===== config.mk =====
export PLATFORM = sky130hd
export DESIGN_NAME = id_scoreboard
export DESIGN_NICKNAME = d
export VERILOG_FILES = /design/src/rtl/id_scoreboard.sv
export SDC_FILE = /design/constraint.sdc
export NUM_CORES = 1
export LEC_CHECK = 0
export CAP_MARGIN = 20
export CORE_MARGIN = 4
export CORE_UTILIZATION = 30
export CTS_BUF_LIST = sky130_fd_sc_hd__clkbuf_2 sky130_fd_sc_hd__clkbuf_4 sky130_fd_sc_hd__clkbuf_8
export DETAILED_ROUTE_END_ITERATION = 8
export DONT_BUFFER_PORTS = 1
export PLACE_DENSITY = 0.41
export SETUP_SLACK_MARGIN = 0.1
export SKIP_LAST_GASP = 1
export SLEW_MARGIN = 20
export SYNTH_ARGS = -nofsm -noshare
export SYNTH_HDL_FRONTEND = slang
export SYNTH_SLANG_ARGS = --single-unit

===== constraint.sdc =====
create_clock -name clk -period 12.25 [get_ports clk]
set_clock_uncertainty 0.2 [all_clocks]
set_input_delay 3.675 -clock clk [delete_from_list [all_inputs] [get_ports clk]]
set_output_delay 3.675 -clock clk [all_outputs]
set_load 0.005 [all_outputs]

===== src/rtl/id_scoreboard.sv =====
// Decode/issue stage with a per-register pending-writer scoreboard and source operand selection.
// Define ID_SB_FWD_EN to enable bypass selection from the fwd_* sources; otherwise pending sources wait for retire.
module id_scoreboard #(
  parameter int FWD_STAGES   = 3,
  parameter int MAX_INFLIGHT = 4
) (
  input  logic                    clk,
  input  logic                    reset,
  input  logic                    in_valid,
  output logic                    in_allow,
  input  logic [31:0]             in_pc,
  input  logic                    in_src1_en,
  input  logic                    in_src2_en,
  input  logic [4:0]              in_src1,
  input  logic [4:0]              in_src2,
  input  logic                    in_dst_we,
  input  logic [4:0]              in_dst,
  output logic                    out_valid,
  input  logic                    out_allow,
  output logic [31:0]             out_pc,
  output logic [31:0]             out_src1_val,
  output logic [31:0]             out_src2_val,
  output logic                    out_dst_we,
  output logic [4:0]              out_dst,
  output logic [4:0]              rf_raddr1,
  output logic [4:0]              rf_raddr2,
  input  logic [31:0]             rf_rdata1,
  input  logic [31:0]             rf_rdata2,
  input  logic [FWD_STAGES-1:0]   fwd_valid,
  input  logic [FWD_STAGES-1:0]   fwd_ready,
  input  logic [5*FWD_STAGES-1:0] fwd_dest,
  input  logic [32*FWD_STAGES-1:0] fwd_data,
  input  logic                    ret_valid,
  input  logic [4:0]              ret_dest,
  input  logic                    ret_we,
  input  logic [31:0]             ret_data,
  input  logic                    flush,
  output logic                    sb_err
);

  localparam int CW = $clog2(MAX_INFLIGHT + 1);
  localparam logic [CW-1:0] CNT_MAX = CW'(MAX_INFLIGHT);

  logic          id_valid_q, id_valid_d;
  logic [31:0]   pc_q;
  logic          src1_en_q, src2_en_q;
  logic [4:0]    src1_q, src2_q;
  logic          dst_we_q;
  logic [4:0]    dst_q;
  logic [CW-1:0] cnt_q [32];
  logic [CW-1:0] cnt_d [32];
  logic          err_q, err_d;

  logic          src1_stall, src2_stall, sat_stall, ready_go;
  logic [31:0]   src1_val, src2_val;
  logic          load, issue, inc, dec;

  // Returns {stall, value}; a retiring last writer wins over the bypass network.
  function automatic logic [32:0] resolve(input logic en, input logic [4:0] src,
                                          input logic [CW-1:0] cnt, input logic [31:0] rdata);
    logic [31:0] val;
    logic        stall;
    val   = '0;
    stall = 1'b0;
    if (src != 5'd0) begin
      if (!en || cnt == '0) begin
        val = rdata;
      end else if (ret_valid && ret_we && ret_dest == src && cnt == CW'(1)) begin
        val = ret_data;
      end else begin
        stall = 1'b1;
`ifdef ID_SB_FWD_EN
        // Walk oldest to youngest so the lowest matching index is the one that sticks.
        for (int i = FWD_STAGES - 1; i >= 0; i--) begin
          if (fwd_valid[i] && fwd_dest[5*i +: 5] == src) begin
            stall = !fwd_ready[i];
            val   = fwd_data[32*i +: 32];
          end
        end
`endif
      end
    end
    return {stall, val};
  endfunction

`ifndef ID_SB_FWD_EN
  logic unused_fwd;
  assign unused_fwd = ^{fwd_valid, fwd_ready, fwd_dest, fwd_data};
`endif

  always_comb begin
    {src1_stall, src1_val} = resolve(src1_en_q, src1_q, cnt_q[src1_q], rf_rdata1);
    {src2_stall, src2_val} = resolve(src2_en_q, src2_q, cnt_q[src2_q], rf_rdata2);
  end

  assign sat_stall = dst_we_q && dst_q != 5'd0 && cnt_q[dst_q] == CNT_MAX;
  assign ready_go  = id_valid_q && !src1_stall && !src2_stall && !sat_stall;
  assign in_allow  = !id_valid_q || (ready_go && out_allow);
  assign out_valid = id_valid_q && ready_go;

  // A flushed entry never counts as issued, even if EX accepts it this cycle.
  assign issue = out_valid && out_allow && !flush;
  assign load  = in_valid && in_allow && !flush;
  assign inc   = issue && dst_we_q && dst_q != 5'd0;
  assign dec   = ret_valid && ret_dest != 5'd0;

  assign out_pc       = pc_q;
  assign out_src1_val = src1_val;
  assign out_src2_val = src2_val;
  assign out_dst_we   = dst_we_q;
  assign out_dst      = dst_q;
  assign rf_raddr1    = src1_q;
  assign rf_raddr2    = src2_q;
  assign sb_err       = err_q;

  always_comb begin
    if (flush)      id_valid_d = 1'b0;
    else if (load)  id_valid_d = 1'b1;
    else if (issue) id_valid_d = 1'b0;
    else            id_valid_d = id_valid_q;
  end

  always_comb begin
    cnt_d    = cnt_q;
    cnt_d[0] = '0;
    err_d    = err_q;
    for (int r = 1; r < 32; r++) begin
      if (inc && dst_q == 5'(r) && !(dec && ret_dest == 5'(r))) begin
        cnt_d[r] = cnt_q[r] + CW'(1);
      end else if (dec && ret_dest == 5'(r) && !(inc && dst_q == 5'(r))) begin
        if (cnt_q[r] == '0) err_d = 1'b1;
        else                cnt_d[r] = cnt_q[r] - CW'(1);
      end
    end
  end

  always_ff @(posedge clk) begin
    if (reset) begin
      id_valid_q <= 1'b0;
      pc_q       <= '0;
      src1_en_q  <= 1'b0;
      src2_en_q  <= 1'b0;
      src1_q     <= '0;
      src2_q     <= '0;
      dst_we_q   <= 1'b0;
      dst_q      <= '0;
      err_q      <= 1'b0;
      for (int r = 0; r < 32; r++) cnt_q[r] <= '0;
    end else begin
      id_valid_q <= id_valid_d;
      err_q      <= err_d;
      for (int r = 0; r < 32; r++) cnt_q[r] <= cnt_d[r];
      if (load) begin
        pc_q      <= in_pc;
        src1_en_q <= in_src1_en;
        src2_en_q <= in_src2_en;
        src1_q    <= in_src1;
        src2_q    <= in_src2;
        dst_we_q  <= in_dst_we;
        dst_q     <= in_dst;
      end
    end
  end

endmodule


# ---- Word level (Yosys, flattened, before mapping)
# Index checks and enable logic that the tools add are counted.
dict set report word_totals {
  reg_bits 148
  latchBits 0
  mem_bits_rw 0
  mem_bits_ro 0
  elab_cells 732
  mem_count 0
}
dict set report classes {
  addsub 62
  mul 0
  div_mod_pow 0
  n_lt_le_gt_ge 3
  n_eq_ne 98
  shift 0
  muxes 209
  n_bitwise 3
  n_reduce_logical 316
}
# operator n
set op_table {}
lappend op_table {{3-bit two-way mux} 99}
lappend op_table {{32-bit two-way mux} 6}
lappend op_table {{5-bit == test, second input constant} 32}
lappend op_table {{1-bit logical AND} 143}
lappend op_table {{1-bit two-way mux} 101}
lappend op_table {{3-bit zero test} 33}
lappend op_table {{3-bit by 1-bit adder with 3-bit output, second input constant} 31}
lappend op_table {{3-bit by 1-bit subtractor with 3-bit output, second input constant} 31}
lappend op_table {{5-bit by 4-bit == test with 1-bit output, second input constant} 16}
lappend op_table {{1-bit zero test} 69}
lappend op_table {{2-bit nonzero test} 32}
lappend op_table {{2-bit != test, second input constant} 31}
lappend op_table {{2-bit AND reduction} 31}
lappend op_table {{3-bit binary-select mux with 5-bit select} 3}
lappend op_table {{5-bit by 3-bit == test with 1-bit output, second input constant} 8}
lappend op_table {{5-bit by 2-bit == test with 1-bit output, second input constant} 4}
lappend op_table {{5-bit nonzero test} 4}
lappend op_table {{6-bit greater-or-equal comparator, second input constant} 3}
lappend op_table {{5-bit NOT with 6-bit output} 3}
lappend op_table {{5-bit by 1-bit == test with 1-bit output, second input constant} 2}
lappend op_table {{5-bit == test} 2}
lappend op_table {{3-bit by 1-bit == test with 1-bit output, second input constant} 2}
lappend op_table {{3-bit == test, second input constant} 1}
lappend op_table {{1-bit logical OR} 3}
lappend op_table {{2-bit OR reduction} 1}

# ---- Logic depth before layout (Yosys ltp)
# Gate-level depths: netlist of the first run.
dict set report depth {
  ltp_word 113
  mapped_depth 19
}

# ---- Worst setup path after synthesis of the first run
# OpenSTA, ideal clock, no wires.
dict set report synth_timing {
  kind {input port to output port}
  from {in ret_dest[3]}
  to {out out_src1_val[10]}
  t_arrival_ps 5432
  path_slack_ps 2943
  path_stages 8
  path_cell_list {clkbuf_1 xnor2_1 nand4_1 or3_1 nor3b_1 clkbuf_1 nand2_1 o21ai_0}
}
dict set report synth_between {
  elab_chain_len 6
}
# item line_no
set synth_lines {}
lappend synth_lines {{start, declared} 34} ;# input logic [4:0] ret_dest,
lappend synth_lines {{5-bit == test} 68} ;# end else if (ret_valid && ret_we && ret_dest == src && cnt == CW'(1)) begin
lappend synth_lines {{1-bit logical AND (2 in series)} 68}
lappend synth_lines {{32-bit two-way mux} 68}
lappend synth_lines {{32-bit two-way mux} 66} ;# if (!en || cnt == '0) begin
lappend synth_lines {{32-bit two-way mux} 65} ;# if (src != 5'd0) begin
lappend synth_lines {{end, declared} 21} ;# output logic [31:0] out_src1_val,
# Every way passes these cells.

# ---- Worst setup path in the final report of the first run
dict set report layout_timing {
  from {in ret_dest[0]}
  to {out out_src2_val[13]}
}
dict set report layout_between {
  elab_chain_len 6
}
# item line_no
set layout_lines {}
lappend layout_lines {{5-bit == test} 68}
lappend layout_lines {{1-bit logical AND (2 in series)} 68}
lappend layout_lines {{32-bit two-way mux} 68}
lappend layout_lines {{32-bit two-way mux} 66}
lappend layout_lines {{32-bit two-way mux} 65}
lappend layout_lines {{end, declared} 22} ;# output logic [31:0] out_src2_val,
# Every way passes these cells.

==> metrics.csv, run 1 <==
stage,metric,value,unit
outcome,status,completed,
detailed_routing,vias,10600,
pwr,irDropWorstVdd,73.4,uV
pwr,p_int,0.000683,W
critical_path,crit_type,in2out,
detailed_routing,drc,0,
timing,tightest_slew,1.10,ns
yosys,synth_ff_type,dfxtp_1,
pwr,power_frac_seq,0.482,
yosys,ys_seq_area_frac,0.251,
critical_path,endpoint_kind,output pin,
floorplan,coreArea,37800,sq um
place,post-dp-hpwl,31.9,mm
grt,grt_max_degree,196,
pwr,power_switching,0.000342,W
grt,grt_pass1_vias,10034,
yosys,synthCells,1506,
timing,hold_violations,0,
place,dp_slack,2.44,ns
clocking,clockRootBuffer,clkbuf_8,
floorplan,initial_utilization,0.306,
detailed_routing,wl,43.0,mm
clocking,hold_buffers,0,
yosys,post_synth.cell_area_avg,7.68,sq um
timing,fmax,106,MHz
clocking,insertion_delay,0.50,ns
floorplan,die_h,204,um
floorplan,io_pins,390,
clocking,cts_resized,0,
grt,grt_pass1_wl,63.0,mm
timing,min_period_over_period,0.770,
final_layout,fill_cells,4128,
critical_path,required,8.38,ns
timing,period_needed,9.44,ns
floorplan,rows,71,
place,gp_congestion,0.838,
clocking,h-tree-depth,4,
clocking,cts.clk_slew.worst_paths,0.09,ns
final_layout,drive_above_1_share,0.0658,
worst_hold_path,hold_path_class,reg2reg,
floorplan,fp.dieW,204,um
timing,layout_setup_ws,2.81,ns
worst_hold_path,worstHoldPathCells,2,
critical_path,crit_arrival,5.56,ns
detailed_routing,vias_per_cell,5.38,
yosys,ys_warn_count,0,
yosys,synth_nets,1874,
clocking,cts_tree,done,
place,port_buffers,0,
critical_path,cp_max_fo,32,
clocking,clock-sinks,145,
critical_path,reg2reg_depth,15,
detailed_routing,ant_nets,0,
timing,slew_headroom,0.264,
pwr,p_per_area,82.8,nW/um^2
detailed_routing,first_pass_iters,6,
yosys,yosys.area.top_type,dfxtp_1,
grt,grt-ovfl-total,0,
grt,antenna_found_initial,1,
final_layout,diodes,0,
yosys,ys_async_sr_fraction,0,
timing,report.final.slew_viol_count,0,
clocking,cts_buffer_depth,2,
critical_path,cp-start-kind,primary input,
pwr,power_leakage,4.03,nW
yosys,syn_area,11600,sq um
pwr,combPwrFrac,0.147,
yosys,synth_edf_count,0,
yosys,synthTopCellsByArea,"dfxtp_1, ha_1, nand2_1",
final_layout,area_growth,6.97,%
timing,rsz0062_at_grt,no,
job,cap_violations,0,
yosys,synth_top_area_frac,0.251,
detailed_routing,drtIter0Drc,901,
yosys,synth.distinct_cells,60,
yosys,ys_ff_latch,145,
final_layout,fin_nets,1814,
floorplan,die_area,41800,sq um
clocking,cts_setup_buffers,0,
grt,track_usage,0.198,
clocking,cts_made_buffers,17,
pwr,switching_share,0.334,
pwr,clockPowerShare,0.372,
timing,finalSetupViolCount,0,
detailed_routing,wire_per_inst,21.8,um
timing,setup_tns,0,ns
[metal layers]
metal,part of all wire,GRT usage,wire (um)
met1,0.46,0.278,19600
met2,0.46,0.308,19900
met3,0.062,0.0447,2670
met4,0.020,0.0500,878
met5,0,0,0
[critical path, cell delays in order]
cell and delay, ns:
xnor2_1 0.13, nand4_1 0.12, nor3_1 0.40, and3_2 0.66, nand3_1 0.15, a21oi_1 0.41
[cell usage in the layout, fill, tap and decap left out, drive strengths merged, types with 2 or more instances in the layout]
cell type,instances
or4,26
a31oi,10
mux2,3
nand2b,118
fa,31
dfxtp,145
inv,78
mux4,22
a21boi,2
or2,10
nor4,60
nor2b,8
or3b,3
nor4b,12
mux2i,55
nand3b,4
a221oi,2
clkbuf,19
a311oi,6
o22a,2
o22ai,5
clkinvlp,4
nor2,146
nor3b,2
ha,62
buf,18
xor2,33
o21ai,38
a211oi,3
nand4,7
nand3,72
or3,6
nand2,206
o32ai,4
nor3,55
a21oi,105
xnor2,39
a22oi,15
o311ai,4
[worst paths after layout]
kind                startpoint          endpoint  slack [ns]
hold reg to reg   rf_raddr2[3]      rf_raddr2[3]        0.28
setup / recovery   ret_dest[0]  out_src2_val[13]        2.81
hold / removal    rf_raddr2[3]      rf_raddr2[3]        0.28
setup reg to reg  rf_raddr2[1]            sb_err        6.93
[synth_stat cells (all sizes together) (26+ instances only)]
library cell and n:
clkbuf 75, mux2i 55, or4 26, nand2b 118, ha 62, nand2 206
nor3 55, dfxtp 145, nor2 146, inv 70, a21oi 105, xor2 33
fa 31, nand3 72, xnor2 39, o21ai 38, nor4 60
[registers in the layout (all words and copies together) (netlist names)]
name	count
src1_en_q	1
out_dst	5
src2_en_q	1
cnt_q	93
out_pc	32
rf_raddr2	5
sb_err	1
rf_raddr1	5
out_dst_we	1
id_valid_q	1
[metrics by stage]
stage,std cells,hold slack [ns],utilization,power (W),area [sq um]
6_report,1970,0.278,0.327,0.00102,12400
5_1_grt,1970,0.312,0.327,0.00107,12400
4_1_cts,1970,0.280,0.327,0.00104,12400
3_5_place_dp,1938,0.260,0.317,0.000654,12000
3_3_place_gp,1938,0.259,0.317,0.000653,12000
2_1_floorplan,1506,0.265,-,0.000610,11600
[cell families after synthesis]
kind of cell | count (synthesis) | synth area share
XOR/XNOR | 72 | 0.0545
AO/OA/AOI/OAI | 209 | 0.107
multiplexers | 80 | 0.0934
AND/OR/NAND/NOR | 740 | 0.318
adder cells (fa/ha/maj) | 93 | 0.121
buffers and inverters | 167 | 0.0556
flip-flops | 145 | 0.251
[power groups by stage]
stage / Combinational, W / Sequential [W] / Clock, W
after global placement: 0.000148 / 0.000505 / 0
after CTS: 0.000150 / 0.000494 / 0.000399
after global routing: 0.000161 / 0.000495 / 0.000414
final: 0.000150 / 0.000493 / 0.000381
after detailed placement: 0.000149 / 0.000505 / 0
after floorplan: 0.000111 / 0.000499 / 0
[final cells by class]
type	count	area [sq um]	area share
Tap cell	511	639	0.0517
Inverter	70	263	0.0212
Clock inverter	13	116	0.00941
Clock buffer	19	249	0.0201
Multi-Input combinational cell	1194	8070	0.652
Timing Repair Buffer	18	135	0.0109
Sequential cell	145	2900	0.235
No activity file was read; power rests on OpenSTA's default activity.
==> inputs of run 2 (changes only) <==
Clock period 12.25 ns to 9.05 ns, I/O delays scaled along.
==> metrics.csv, run 2 (synthesis results as in run 1) <==
stage,metric,value,unit,change
outcome,status,completed,,
floorplan,io_pins,390,,unchanged
critical_path,required,6.14,ns,-2.24 ns
final_layout,fin_cells,1972,,+0.10%
final_layout,max_flop_register,cnt_q,,
floorplan,initial_utilization,0.306,,unchanged
clocking,clock-sinks,145,,unchanged
pwr,p_per_area,116,nW/um^2,+40%
clocking,h-tree-depth,4,,unchanged
place,dp_slack,1.29,ns,-1.15 ns
clocking,insertion_delay,0.49,ns,about the same
grt,track_usage,0.200,,+0.00232
place,post-dp-hpwl,32.5,mm,+1.7%
critical_path,crit_path_max_incr_delay,0.92,ns,+0.26 ns
timing,fmax,127,MHz,
floorplan,die_h,204,um,unchanged
detailed_routing,vias_per_cell,5.29,,-1.6%
critical_path,path_buf_inv,1,,+1
final_layout,largest_register_ffs,93,,unchanged
clocking,cts.clk_slew.worst_paths,0.09,ns,about the same
clocking,cts_resized,0,,unchanged
pwr,power_switching,0.000463,W,+35%
final_layout,area_growth,7.48,%,
timing,tightest_slew,1.17,ns,+0.0654 ns
timing,report.final.slew_viol_count,0,,unchanged
grt,grt_pass1_vias,10001,,-0.33%
timing,layout_setup_ws,1.19,ns,-1.62 ns
critical_path,rrSetupSlack,3.51,ns,-3.42 ns
floorplan,coreArea,37800,sq um,unchanged
pwr,clockPowerShare,0.394,,+0.022
timing,slew_headroom,0.220,,-0.0438
critical_path,slowest_stage,and3_1,,
clocking,clockRootBuffer,clkbuf_8,,
grt,grt-ovfl-total,0,,unchanged
place,dpl_cell_area,12000,sq um,+0.12%
critical_path,endpoint_kind,output pin,,
pwr,p_int,0.000977,W,+43%
pwr,switching_share,0.322,,-0.0122
timing,min_period_over_period,0.869,,
clocking,cts_setup_buffers,0,,unchanged
final_layout,fin_nets,1816,,+0.11%
detailed_routing,wl,43.3,mm,+0.69%
detailed_routing,drc,0,,unchanged
final_layout,diodes,0,,unchanged
detailed_routing,vias,10441,,-1.5%
final_layout,layout_common_cells,"nand2_1, nor2_1, dfxtp_1",,
job,cap_violations,0,,unchanged
timing,finalSetupViolCount,0,,unchanged
critical_path,crit_family,simple AND/OR/NAND/NOR gates,,
grt,grt_max_degree,196,,unchanged
pwr,power_leakage,4.07,nW,+0.87%
grt,grt_pass1_wl,63.5,mm,+0.72%
detailed_routing,first_pass_iters,5,,-1
floorplan,fp.dieW,204,um,unchanged
critical_path,crit_type,in2out,,
critical_path,crit_arrival,4.95,ns,-0.61 ns
clocking,cts_buffer_depth,2,,unchanged
grt,antenna_found_initial,0,,-1
place,gp_congestion,0.859,,+2.6%
final_layout,drive_above_1_share,0.0664,,+0.000594
detailed_routing,drtIter0Drc,830,,-7.9%
timing,rsz0062_at_grt,no,,
clocking,cts_tree,done,,
critical_path,path_cells,xnor2_1 > nand4_1 > nor3_1 > and3_1 > buf_4 > nand3_1 > a21oi_1,,
timing,hold_violations,0,,unchanged
pwr,combPwrFrac,0.139,,-0.008
pwr,power_frac_seq,0.467,,-0.015
place,port_buffers,0,,unchanged
timing,setup_tns,0,ns,unchanged
critical_path,cp_max_fo,25,,-22%
detailed_routing,ant_nets,0,,unchanged
floorplan,die_area,41800,sq um,unchanged
floorplan,rows,71,,unchanged
final_layout,final_area,12400,sq um,+0.48%
clocking,cts_made_buffers,17,,unchanged
timing,period_needed,7.86,ns,
place,dp.cells,1940,,+0.10%
clocking,hold_buffers,0,,unchanged
worst_hold_path,hold_path_class,reg2reg,,
pwr,irDropWorstVdd,108,uV,+48%
detailed_routing,wire_per_inst,21.9,um,+0.59%
final_layout,final_common_cell,nand2_1,,
critical_path,cp-start-kind,primary input,,
## run 2: power groups by stage
stage	Combinational [W]	Sequential [W]	Clock [W]
finish	0.000200	0.000672	0.000568
global route	0.000214	0.000675	0.000618
CTS	0.000198	0.000673	0.000595
detailed placement	0.000198	0.000687	0
global placement	0.000197	0.000688	0
floorplan	0.000150	0.000676	0
## run 2: per-layer routing
metal,vias up,wire (um),track usage
met5,-,0,0
met4,0,921,0.0548
met3,51,2440,0.0440
met2,296,20100,0.311
met1,4981,19800,0.281
li1,5113,-,-
## run 2: worst min-delay path, cell delays in order, from the launching register on
cell and delay, ns:
dfxtp_1 0.34, nand2b_1 0.07, mux2i_1 0.05
## run 2: final cells by class
| class | instances | area (sq um) |
|---|---|---|
| Fill cell | 4101 | 25400 |
| Multi-Input combinational cell | 1194 | 8060 |
| Sequential cell | 145 | 2900 |
| Tap cell | 511 | 639 |
| Inverter | 70 | 263 |
| Clock buffer | 18 | 241 |
| Clock inverter | 14 | 169 |
| Timing Repair Buffer | 20 | 150 |
## run 2: stage by stage
stage	power (W)	utilization	hold slack, ns
after floorplan	0.000826	-	0.265
after global placement	0.000885	0.318	0.263
after detailed placement	0.000885	0.318	0.274
after CTS	0.00147	0.328	0.299
after global routing	0.00151	0.328	0.307
final	0.00144	0.328	0.295
## run 2: worst paths after layout
check,end,cells after the start,from
setup / recovery,out_src2_val[9],7,ret_dest[0]
hold reg to reg,out_pc[27],2,out_pc[27]
hold / removal,out_pc[27],2,out_pc[27]
setup reg to reg,sb_err,16,out_dst[0]
==> inputs of run 3 (changes only) <==
Settings changed: RECOVER_POWER set to 25, TNS_END_PERCENT set to 1.
==> metrics.csv, run 3 (synthesis results as in run 1) <==
stage,metric,value,unit,change
floorplan,coreArea,37800,sq um,unchanged
pwr,combPwrFrac,0.140,,about the same
timing,rsz0062_at_grt,no,,
floorplan,initial_utilization,0.306,,unchanged
critical_path,slowest_stage,clkbuf_1,,
critical_path,cp_max_fo,33,,+32%
detailed_routing,wl,43.2,mm,about the same
final_layout,seq_area,2900,sq um,unchanged
detailed_routing,wl_met3,2.49,mm,+1.9%
floorplan,rows,71,,unchanged
pwr,irDropWorstVdd,109,uV,+0.17%
clocking,cts.clk_slew.worst_paths,0.09,ns,about the same
final_layout,final_area,12400,sq um,-0.21%
critical_path,endpoint_kind,output pin,,
critical_path,r2r-start,out_dst[1],,
clocking,cts_buffer_depth,2,,unchanged
final_layout,area_growth,7.25,%,
timing,setup_tns,0,ns,unchanged
pwr,power_frac_seq,0.466,,about the same
pwr,p_int,0.000979,W,+0.25%
detailed_routing,ant_nets,0,,unchanged
detailed_routing,topRoutingLayerUsed,met4,,
grt,grt_max_degree,196,,unchanged
pwr,clockPowerShare,0.394,,about the same
detailed_routing,drc,0,,unchanged
floorplan,die_h,204,um,unchanged
final_layout,final_common_cell,nand2_1,,
critical_path,crit_path_max_incr_delay,1.53,ns,+0.61 ns
clocking,insertion_delay,0.50,ns,about the same
floorplan,io_pins,390,,unchanged
worst_hold_path,hold_path_class,reg2reg,,
place,dp.cells,1940,,unchanged
timing,layout_setup_ws,0.967,ns,-0.220 ns
outcome,violations,"capacitance limit, slew limit",,
detailed_routing,dr_wl_met2,20.0,mm,-0.42%
clocking,clock-sinks,145,,unchanged
place,dpl_cell_area,12000,sq um,unchanged
clocking,h-tree-depth,4,,unchanged
final_layout,multi_input_area,8060,sq um,unchanged
detailed_routing,first_pass_iters,6,,+1
timing,fmax,124,MHz,-2.7%
place,gp_congestion,0.859,,unchanged
grt,grt_pass1_wl,63.5,mm,unchanged
pwr,switching_share,0.322,,about the same
grt,grt_pass1_vias,10001,,unchanged
timing,finalSetupViolCount,0,,unchanged
place,post-dp-hpwl,32.5,mm,unchanged
final_layout,fin_nets,1816,,unchanged
final_layout,max_flop_register,cnt_q,,
critical_path,cp-start-kind,flop,,
place,port_buffers,0,,unchanged
worst_hold_path,min-delay-start,out_pc[27],,
clocking,cts_tree,done,,
critical_path,crit_arrival,5.17,ns,+0.22 ns
critical_path,crit_type,reg2out,,
detailed_routing,vias_per_cell,5.29,,about the same
pwr,power,0.00144,W,+0.23%
detailed_routing,vias,10433,,-0.077%
timing,tightest_slew,3.59,ns,+2.42 ns
clocking,cts_made_buffers,17,,unchanged
timing,slew_headroom,-1.39,,-1.61
clocking,hold_buffers,0,,unchanged
clocking,clockRootBuffer,clkbuf_8,,
pwr,power_switching,0.000464,W,+0.20%
grt,track_usage,0.200,,unchanged
clocking,cts_setup_buffers,0,,unchanged
place,dp_slack,1.29,ns,unchanged
timing,report.final.slew_viol_count,130,,+130
grt,grt-ovfl-total,0,,unchanged
critical_path,crit_family,compound AO/OA/AOI/OAI gates,,
outcome,status,"complete, but fails checks",,
floorplan,fp.dieW,204,um,unchanged
pwr,power_leakage,4.04,nW,-0.71%
final_layout,fill_cells,4108,,+0.17%
timing,hold_violations,0,,unchanged
critical_path,required,6.14,ns,about the same
final_layout,layout_common_cells,"nand2_1, nor2_1, dfxtp_1",,
final_layout,fin_cells,1972,,unchanged
grt,antenna_found_initial,0,,unchanged
job,cap_violations,4,,+4
floorplan,die_area,41800,sq um,unchanged
timing,period_needed,8.08,ns,+0.220 ns
pwr,p_per_area,116,nW/um^2,+0.44%
final_layout,largest_register_ffs,93,,unchanged
critical_path,path_cells,clkbuf_1 > nand2_1 > a21oi_1 > nor4_1 > o22ai_1 > o32ai_1 > a311o_1 > o21ai_0,,
critical_path,critical_path.startpoint,out_dst[1],,
critical_path,path_buf_inv,1,,unchanged
clocking,cts_resized,0,,unchanged
detailed_routing,drtIter0Drc,786,,-5.3%
timing,min_period_over_period,0.893,,+0.0244
detailed_routing,wl_met1,19.8,mm,about the same
detailed_routing,wire_per_inst,21.9,um,about the same
final_layout,drive_above_1_share,0.0616,,-0.00479
final_layout,diodes,0,,unchanged
==> run 3: worst paths after layout <==
kind | endpoint | slack, ns | depth (start not counted)
setup / recovery | in_allow | 0.97 | 8
hold / removal | out_pc[27] | 0.30 | 2
hold reg to reg | out_pc[27] | 0.30 | 2
setup reg to reg | out_pc[20] | 1.45 | 10
==> run 3: routing by layer <==
| metal | up-vias | GRT usage |
|---|---|---|
| li1 | 5111 | - |
| met1 | 4968 | 0.281 |
| met2 | 298 | 0.311 |
| met3 | 56 | 0.0440 |
| met4 | 0 | 0.0548 |
| met5 | - | 0 |
==> run 3: cell type report <==
cell class,count,area share
Timing Repair Buffer,20,0.00999
Multi-Input combinational cell,1194,0.650
Clock inverter,14,0.0136
Tap cell,511,0.0515
Clock buffer,18,0.0195
Inverter,70,0.0212
Sequential cell,145,0.234
==> run 3: per-stage QoR <==
step	util	hold slack (ns)
global route	0.328	0.306
detailed placement	0.318	0.274
global placement	0.318	0.263
floorplan	-	0.265
finish	0.328	0.295
CTS	0.328	0.299
==> run 3: power groups by stage <==
stage,clock [W],combinational [W],sequential [W]
after detailed placement,0,0.000198,0.000687
after global placement,0,0.000197,0.000688
final,0.000569,0.000202,0.000673
after floorplan,0,0.000150,0.000676
after global routing,0.000618,0.000216,0.000675
after CTS,0.000595,0.000198,0.000673
==> run 3: tightest hold or removal path, delay by kind of cell, from the launching register on <==
kind | cells | cell delay (ns)
DFF | 1 | 0.34
and+or+nand+nor | 1 | 0.07
muxes | 1 | 0.05
